==> config.mk <==
export PLATFORM = sky130hd
export DESIGN_NAME = sr_simd_shift_seq_flat
export DESIGN_NICKNAME = d
export VERILOG_FILES = /design/src/rtl/sr_simd_pkg.sv /design/src/rtl/sr_simd_shift_seq_if.sv /design/src/rtl/sr_simd_lane.sv /design/src/rtl/sr_simd_shift_seq.sv /design/src/flat_wrapper.sv
export SDC_FILE = /design/constraint.sdc
export NUM_CORES = 1
export LEC_CHECK = 0
export BUFFER_PORTS_ARGS = -buffer_cell sky130_fd_sc_hd__buf_2
export CAP_MARGIN = 20
export CORE_MARGIN = 1.5
export CORE_UTILIZATION = 61
export CTS_BUF_LIST = sky130_fd_sc_hd__clkbuf_16
export CTS_CLUSTER_SIZE = 8
export DETAILED_ROUTE_END_ITERATION = 8
export GPL_ROUTABILITY_DRIVEN = 0
export PLACE_DENSITY = 0.85
export SLEW_MARGIN = 0
export SYNTH_ARGS = -nofsm -noshare
export SYNTH_HDL_FRONTEND = slang
export SYNTH_HIERARCHICAL = 1
export SYNTH_SLANG_ARGS = --single-unit
==> constraint.sdc <==
create_clock -name clk -period 7.5 [get_ports clk]
set_input_delay 1.875 -clock clk [delete_from_list [all_inputs] [get_ports clk]]
set_output_delay 1.875 -clock clk [all_outputs]
set_load 0.005 [all_outputs]
==> src/rtl/sr_simd_pkg.sv <==
// Shared definitions for the packed-SIMD saturating shift sequencer.
// Contents: default lane geometry, lane saturation limits, the ALU opcode
// values handled here, the sequencer state encoding and an opcode
// classifier.
package sr_simd_pkg;

  localparam int LANE_W_DEF = 8;
  localparam int NLANES_DEF = 4;
  localparam int XLEN       = LANE_W_DEF * NLANES_DEF;

  localparam logic [7:0] SAT_MAX = 8'h7F;
  localparam logic [7:0] SAT_MIN = 8'h80;

  // ALU opcode values matching the core's operation decode
  localparam logic [3:0] ALU_ADD    = 4'b0000;
  localparam logic [3:0] ALU_KSLL8  = 4'b1100;
  localparam logic [3:0] ALU_KSLLI8 = 4'b1101;
  localparam logic [3:0] ALU_KSLRA8 = 4'b1110;

  // Sequencer states
  typedef logic [1:0] state_t;
  localparam state_t ST_IDLE = 2'd0;
  localparam state_t ST_LANE = 2'd1;
  localparam state_t ST_DONE = 2'd2;

  function automatic logic is_simd_shift(input logic [3:0] oper);
    return oper inside {ALU_KSLL8, ALU_KSLLI8, ALU_KSLRA8};
  endfunction

endpackage

==> src/rtl/sr_simd_shift_seq_if.sv <==
// Handshake and operand bus between the execute stage and the SIMD shift
// sequencer.
//   master : drives start/oper/srcA/srcB/rounding/kill/ov_clr
//   slave  : drives busy/done/result/ov/ov_sticky/err
interface sr_simd_shift_seq_if;
  import sr_simd_pkg::*;

  logic            start;
  logic [3:0]      oper;
  logic [XLEN-1:0] srcA;
  logic [XLEN-1:0] srcB;
  logic            rounding;
  logic            kill;
  logic            ov_clr;
  logic            busy;
  logic            done;
  logic [XLEN-1:0] result;
  logic            ov;
  logic            ov_sticky;
  logic            err;

  modport master (
    output start, oper, srcA, srcB, rounding, kill, ov_clr,
    input  busy, done, result, ov, ov_sticky, err
  );

  modport slave (
    input  start, oper, srcA, srcB, rounding, kill, ov_clr,
    output busy, done, result, ov, ov_sticky, err
  );
endinterface

==> src/rtl/sr_simd_lane.sv <==
// Combinational single-lane shift / round / saturate.
//   x_i        : signed lane value
//   amt_i      : shift magnitude (left 0..7, right 1..8)
//   is_left_i  : 1 = saturating left shift, 0 = arithmetic right shift
//   rounding_i : round-half-up on right shifts
//   y_o        : lane result
//   sat_o      : left shift saturated
module sr_simd_lane
  import sr_simd_pkg::*;
(
  input  logic [7:0] x_i,
  input  logic [3:0] amt_i,
  input  logic       is_left_i,
  input  logic       rounding_i,
  output logic [7:0] y_o,
  output logic       sat_o
);
  logic [15:0] wide;
  logic [8:0]  rnd;
  logic [8:0]  sum;
  logic [7:0]  shr;

  always_comb begin
    wide = {{8{x_i[7]}}, x_i} << amt_i[2:0];
    // 9 bits hold x plus the largest rounding increment (128) without wrap
    rnd  = (rounding_i && amt_i != 4'd0) ? (9'd1 << (amt_i - 4'd1)) : 9'd0;
    sum  = {x_i[7], x_i} + rnd;
    shr  = 8'($signed(sum) >>> amt_i);

    y_o   = shr;
    sat_o = 1'b0;
    if (is_left_i) begin
      y_o = wide[7:0];
      if ($signed(wide) > 16'sd127) begin
        y_o   = SAT_MAX;
        sat_o = 1'b1;
      end else if ($signed(wide) < -16'sd128) begin
        y_o   = SAT_MIN;
        sat_o = 1'b1;
      end
    end
  end
endmodule

==> src/rtl/sr_simd_shift_seq.sv <==
// Multi-cycle sequencer for KSLL8 / KSLLI8 / KSLRA8. One lane per cycle goes
// through a single shared lane shifter.
//   clk, rst : clock, asynchronous active-high reset
//   bus      : start/kill/ov_clr and operands in; busy/done/result/ov/
//              ov_sticky/err out
//
//   state | meaning
//   IDLE  | waiting for start
//   LANE  | processing lane idx_q, busy high
//   DONE  | done pulse; may accept a new start back-to-back
module sr_simd_shift_seq
  import sr_simd_pkg::*;
#(
  parameter int LANE_W    = LANE_W_DEF,
  parameter int NLANES    = NLANES_DEF,
  parameter bit SKIP_ZERO = 1'b1
) (
  input  logic               clk,
  input  logic               rst,
  sr_simd_shift_seq_if.slave bus
);
  localparam int IDXW = $clog2(NLANES);
  localparam logic [IDXW-1:0] LAST = IDXW'(NLANES - 1);

  state_t          state_q, state_d;
  logic [IDXW-1:0] idx_q, idx_d;
  logic [3:0]      oper_q, oper_d;
  logic [XLEN-1:0] srca_q, srca_d;
  logic [3:0]      srcb_q, srcb_d;
  logic            rnd_q, rnd_d;
  logic [XLEN-1:0] result_q, result_d;
  logic            ov_q, ov_d;
  logic            err_q, err_d;
  logic            sticky_q, sticky_d;

  logic            accept, zero_amt;
  logic [3:0]      lane_amt;
  logic            lane_left;
  logic [7:0]      lane_y;
  logic            lane_sat;

  // Shift direction and magnitude from the captured operands
  always_comb begin
    lane_left = 1'b1;
    lane_amt  = {1'b0, srcb_q[2:0]};
    if (oper_q == ALU_KSLRA8) begin
      lane_amt = srcb_q;
      if (srcb_q[3]) begin
        lane_left = 1'b0;
        lane_amt  = 4'd0 - srcb_q;  // -8 maps to 4'b1000 = 8
      end
    end
  end

  sr_simd_lane u_lane (
    .x_i       (srca_q[LANE_W*idx_q +: LANE_W]),
    .amt_i     (lane_amt),
    .is_left_i (lane_left),
    .rounding_i(rnd_q),
    .y_o       (lane_y),
    .sat_o     (lane_sat)
  );

  always_comb begin
    state_d  = state_q;
    idx_d    = idx_q;
    oper_d   = oper_q;
    srca_d   = srca_q;
    srcb_d   = srcb_q;
    rnd_d    = rnd_q;
    result_d = result_q;
    ov_d     = ov_q;
    err_d    = err_q;

    accept   = bus.start && (state_q != ST_LANE);
    zero_amt = (bus.oper == ALU_KSLRA8) ? (bus.srcB[3:0] == 4'd0)
                                        : (bus.srcB[2:0] == 3'd0);

    if (bus.kill) begin
      state_d = ST_IDLE;
    end else if (state_q == ST_LANE) begin
      result_d[LANE_W*idx_q +: LANE_W] = lane_y;
      ov_d = ov_q | lane_sat;
      if (idx_q == LAST) state_d = ST_DONE;
      else               idx_d   = idx_q + 1'b1;
    end else begin
      if (state_q == ST_DONE) state_d = ST_IDLE;
      if (accept) begin
        oper_d = bus.oper;
        srca_d = bus.srcA;
        srcb_d = bus.srcB[3:0];
        rnd_d  = bus.rounding;
        idx_d  = '0;
        ov_d   = 1'b0;
        err_d  = 1'b0;
        // An unknown opcode has no defined shift amount, so it is
        // classified before the zero-shift shortcut
        if (!is_simd_shift(bus.oper)) begin
          result_d = '0;
          err_d    = 1'b1;
          state_d  = ST_DONE;
        end else if (SKIP_ZERO && zero_amt) begin
          result_d = bus.srcA;
          state_d  = ST_DONE;
        end else begin
          result_d = '0;
          state_d  = ST_LANE;
        end
      end
    end

    sticky_d = (sticky_q & ~bus.ov_clr) |
               ((state_q == ST_DONE) & ov_q & ~bus.kill);
  end

  always_ff @(posedge clk or posedge rst) begin
    if (rst) begin
      state_q  <= ST_IDLE;
      idx_q    <= '0;
      oper_q   <= '0;
      srca_q   <= '0;
      srcb_q   <= '0;
      rnd_q    <= 1'b0;
      result_q <= '0;
      ov_q     <= 1'b0;
      err_q    <= 1'b0;
      sticky_q <= 1'b0;
    end else begin
      state_q  <= state_d;
      idx_q    <= idx_d;
      oper_q   <= oper_d;
      srca_q   <= srca_d;
      srcb_q   <= srcb_d;
      rnd_q    <= rnd_d;
      result_q <= result_d;
      ov_q     <= ov_d;
      err_q    <= err_d;
      sticky_q <= sticky_d;
    end
  end

  assign bus.busy      = (state_q == ST_LANE);
  assign bus.done      = (state_q == ST_DONE);
  assign bus.result    = result_q;
  assign bus.ov        = ov_q;
  assign bus.err       = err_q & (state_q == ST_DONE);
  assign bus.ov_sticky = sticky_q;
endmodule

==> src/flat_wrapper.sv <==
// flat-port wrapper written by rule: the top's interface ports become plain ports
module sr_simd_shift_seq_flat import sr_simd_pkg::*;
#(
  parameter int LANE_W    = LANE_W_DEF,
  parameter int NLANES    = NLANES_DEF,
  parameter bit SKIP_ZERO = 1'b1
)
  (clk, rst, bus_start, bus_oper, bus_srcA, bus_srcB, bus_rounding, bus_kill, bus_ov_clr, bus_busy, bus_done, bus_result, bus_ov, bus_ov_sticky, bus_err);
  sr_simd_shift_seq_if bus_i ();
  input  logic clk;
  input  logic rst;
  input wire logic [$bits(bus_i.start)-1:0] bus_start;
  input wire logic [$bits(bus_i.oper)-1:0] bus_oper;
  input wire logic [$bits(bus_i.srcA)-1:0] bus_srcA;
  input wire logic [$bits(bus_i.srcB)-1:0] bus_srcB;
  input wire logic [$bits(bus_i.rounding)-1:0] bus_rounding;
  input wire logic [$bits(bus_i.kill)-1:0] bus_kill;
  input wire logic [$bits(bus_i.ov_clr)-1:0] bus_ov_clr;
  output wire logic [$bits(bus_i.busy)-1:0] bus_busy;
  output wire logic [$bits(bus_i.done)-1:0] bus_done;
  output wire logic [$bits(bus_i.result)-1:0] bus_result;
  output wire logic [$bits(bus_i.ov)-1:0] bus_ov;
  output wire logic [$bits(bus_i.ov_sticky)-1:0] bus_ov_sticky;
  output wire logic [$bits(bus_i.err)-1:0] bus_err;
  assign bus_i.start = bus_start;
  assign bus_i.oper = bus_oper;
  assign bus_i.srcA = bus_srcA;
  assign bus_i.srcB = bus_srcB;
  assign bus_i.rounding = bus_rounding;
  assign bus_i.kill = bus_kill;
  assign bus_i.ov_clr = bus_ov_clr;
  assign bus_busy = bus_i.busy;
  assign bus_done = bus_i.done;
  assign bus_result = bus_i.result;
  assign bus_ov = bus_i.ov;
  assign bus_ov_sticky = bus_i.ov_sticky;
  assign bus_err = bus_i.err;
  sr_simd_shift_seq #(.LANE_W(LANE_W), .NLANES(NLANES), .SKIP_ZERO(SKIP_ZERO)) u_core (.clk(clk), .rst(rst), .bus(bus_i));
endmodule
==> qor.csv <==
metric,value,unit
status,"finished, final reports clean",
met1_length,7020,um
setup_viol,0,
r2r_slack,2.23,ns
fin_crit_sh,0.703,
drv_slew,0,
wl_per_cell,22.9,um
core_area,9680,um^2
antenna_found_initial,0,
synth_cell_type_count,76,
hold_buffers,0,
die_area,10500,um^2
p_seq_frac,0.352,
grt_setup_unrepaired,no,
ys.warnings.count,6,
ys_seq_elements,80,
critPathKind,reg -> reg,
synthCells,610,
core.rowCount,36,
cp_num_buf_inv,1,
hold_depth,1,
final_core_util,0.688,
finalSetupTns,0,ns
cts-buffers-inserted,9,
cts_setup_buffers,0,
hold_ws,0.493,ns
synth_edf_count,0,
gr-total-overflow,0,
critPathTopFamily,simple AND/OR/NAND/NOR gates,
comb_power_share,0.376,
synthFlopType,dfrtp_1,
synth-async-reset-ratio,1.00,
die_x,102,um
worst_slack,2.23,ns
r2r-end,u_core/bus.result[7]$_DFFE_PP0P_,
timing.slew.headroom,0.317,
reg2reg_depth,17,
clk_path_buf_depth,2,
start_util,0.623,
first_iter_violations,735,
drc,0,
firstDrtPassIters,5,
met2WireLength,8400,um
wl_met3,1460,um
hp-class,reg -> reg,
clock-sinks,80,
syn-num-nets,699,
n_antenna_cell,0,
grtUsageTotal,0.351,
max_cap_violations,0,
drive_gt1_frac,0.282,
crit_chain,nand2_1 -> or3_1 -> mux2_2 -> or2_2 -> nor2_1 -> ha_1 -> inv_1 -> fa_1 -> nand2b_1 -> a21oi_2 -> a31oi_1 -> xnor2_1 -> xnor2_1 -> mux2i_1 -> o21ai_0 -> nand4_1 -> a31oi_1,
synth.area.top_cells,"dfrtp_1, mux2_4, nand4_1",
post_cts_resized,0,
ios,111,
end_kind,flop,
htree_levels,3,
slowest_stage,o21ai_0,
p_leak,2.70,nW
dp_worst_setup_slack,2.40,ns
holdPathEnd,u_core/bus.ov_sticky$_DFF_PP0_,
crit_path_start,u_core/srcb_q[3]$_DFFE_PP0P_,
cp-start-kind,flop,
yosysTopAreaCellShare,0.332,
area_delta_synth_final,10.5,%
path_clk_slew,0.06,ns
yosys.area.top_type,dfrtp_1,
clock_latency,0.34,ns
io_buffer_count,82,
top_layer_used,met4,
syn_area_per_cell,9.89,um^2
fmax,190,MHz
skew,0.00624,ns
crit_arrival,5.53,ns
intPower,0.998,mW
hpwl,11900,um
timing.rr.start,u_core/srcb_q[3]$_DFFE_PP0P_,
grt_pass1_vias,5144,
cpPeakStageDelay,0.67,ns
grt_pass1_wl,27800,um
p_clk_frac,0.272,
required,7.76,ns
hold_start,u_core/bus.ov_sticky$_DFF_PP0_,
powerDensity,234,nW/um^2
switching_share,0.359,
worstPathMaxFanout,33,
vias,5590,
netlist_area,6030,um^2
grt_max_degree,81,
min_period,5.27,ns
vias_per_cell,7.18,
worst_pin_slew,1.02,ns
num-nets-final,730,
seq_area_frac_synth,0.332,
routed_wl,17900,um
die_h,102,um
cts_tree,done,
ir_worst_vdd,164,uV
postRouteAntennaNets,0,
ctsRootBufferMaster,clkbuf_16,
switchingPower,0.559,mW
hold_viol,0,
[metal layers]
layer  track usage  vias to the layer above
met1         0.464                     2699
met4         0.205                        0
met2         0.556                      366
met5             0                        -
met3        0.0458                       81
li1              -                     2444
[power by group through the flow]
| stage | sequential [mW] | clock [mW] | combinational (mW) |
|---|---|---|---|
| 2_1_floorplan | 0.536 | 0 | 0.418 |
| 3_3_place_gp | 0.546 | 0 | 0.539 |
| 3_5_place_dp | 0.551 | 0 | 0.556 |
| 4_1_cts | 0.545 | 0.423 | 0.562 |
| 5_1_grt | 0.554 | 0.446 | 0.629 |
| 6_report | 0.547 | 0.424 | 0.585 |
[flip-flops by register name (all words and copies together), names as in the netlist]
register / count
u_core/bus.ov: 1
u_core/idx_q: 2
u_core/err_q: 1
u_core/state_q: 2
u_core/srca_q: 32
u_core/rnd_q: 1
u_core/srcb_q: 4
u_core/bus.result: 32
u_core/bus.ov_sticky: 1
u_core/oper_q: 4
[final cells by class]
class / count / area [um^2]
Timing Repair Buffer: 90 / 514
Tap cell: 133 / 166
Fill cell: 722 / 3020
Sequential cell: 80 / 2000
Multi-Input combinational cell: 442 / 3630
Inverter: 18 / 68.8
Clock inverter: 7 / 57.6
Clock buffer: 9 / 225
[synthesized netlist by cell type (5+ instances only)]
master,n
and2_1,6
a21o_1,7
a31oi_1,35
nand4b_1,8
nand2_1,22
o21ai_0,14
mux2_2,6
mux2_4,37
nor4b_1,34
buf_2,15
mux2i_1,7
xnor2_1,5
mux4_2,11
a211oi_1,35
a21oi_1,14
nand4_1,60
ha_1,14
nor3_1,8
nor2b_1,10
nand3_1,5
nand2b_1,8
nor2_1,25
dfrtp_1,80
nor4_1,5
inv_1,18
clkbuf_1,37
buf_6,7
[logic make-up (layout without fill, tap and decap cells)]
kind of cell,Yosys count,after routing,share of synthesized area
muxes,62,62,0.158
adders and majority gates,16,16,0.0340
buffers and inverters,88,124,0.0697
and+or+nand+nor,214,214,0.227
xor gates and xnor gates,8,8,0.0116
AOI/OAI and AO/OA,142,142,0.167
DFF,80,80,0.332
[worst max-delay path by stage]
stage | endpoint | slack (ns) | cells past startpoint
after floorplan | u_core/bus.result[16]$_DFFE_PP0P_ | 3.12 | 19
after global placement | u_core/bus.result[15]$_DFFE_PP0P_ | 2.55 | 16
after detailed placement | u_core/bus.result[23]$_DFFE_PP0P_ | 2.40 | 17
after CTS | u_core/bus.result[23]$_DFFE_PP0P_ | 2.38 | 17
after global routing | u_core/bus.result[7]$_DFFE_PP0P_ | 1.86 | 17
final | u_core/bus.result[7]$_DFFE_PP0P_ | 2.23 | 17
[layout by cell type, fill, tap and decap left out, types with 2 or more instances in the layout]
cell        n
a211oi_1   35
a21boi_0    4
a21o_1      7
a21oi_1    14
a31oi_1    35
and2_1      6
and4bb_2    4
buf_16      2
buf_2      82
buf_4       5
clkbuf_16   9
dfrtp_1    80
ha_1       14
inv_1      21
mux2_2      6
mux2_4     37
mux2i_1     7
mux4_2     11
nand2_1    22
nand2b_1    8
nand3_1     5
nand4_1    60
nand4b_1    8
nor2_1     25
nor2b_1     9
nor3_1      8
nor3b_1     3
nor4_1      5
nor4b_1    34
o21a_1      3
o21ai_0    14
o22ai_1     4
o2bb2ai_1   2
o41ai_1     2
or2_2       4
xnor2_1     5
xor2_1      3
[metrics by stage]
stage	power (mW)	instances	instance area [um^2]
2_1_floorplan	0.955	610	6030
6_report	1.56	779	6660
5_1_grt	1.63	779	6660
3_5_place_dp	1.11	760	6310
4_1_cts	1.53	776	6590
3_3_place_gp	1.09	760	6310
(Power assumes the default switching activity.)
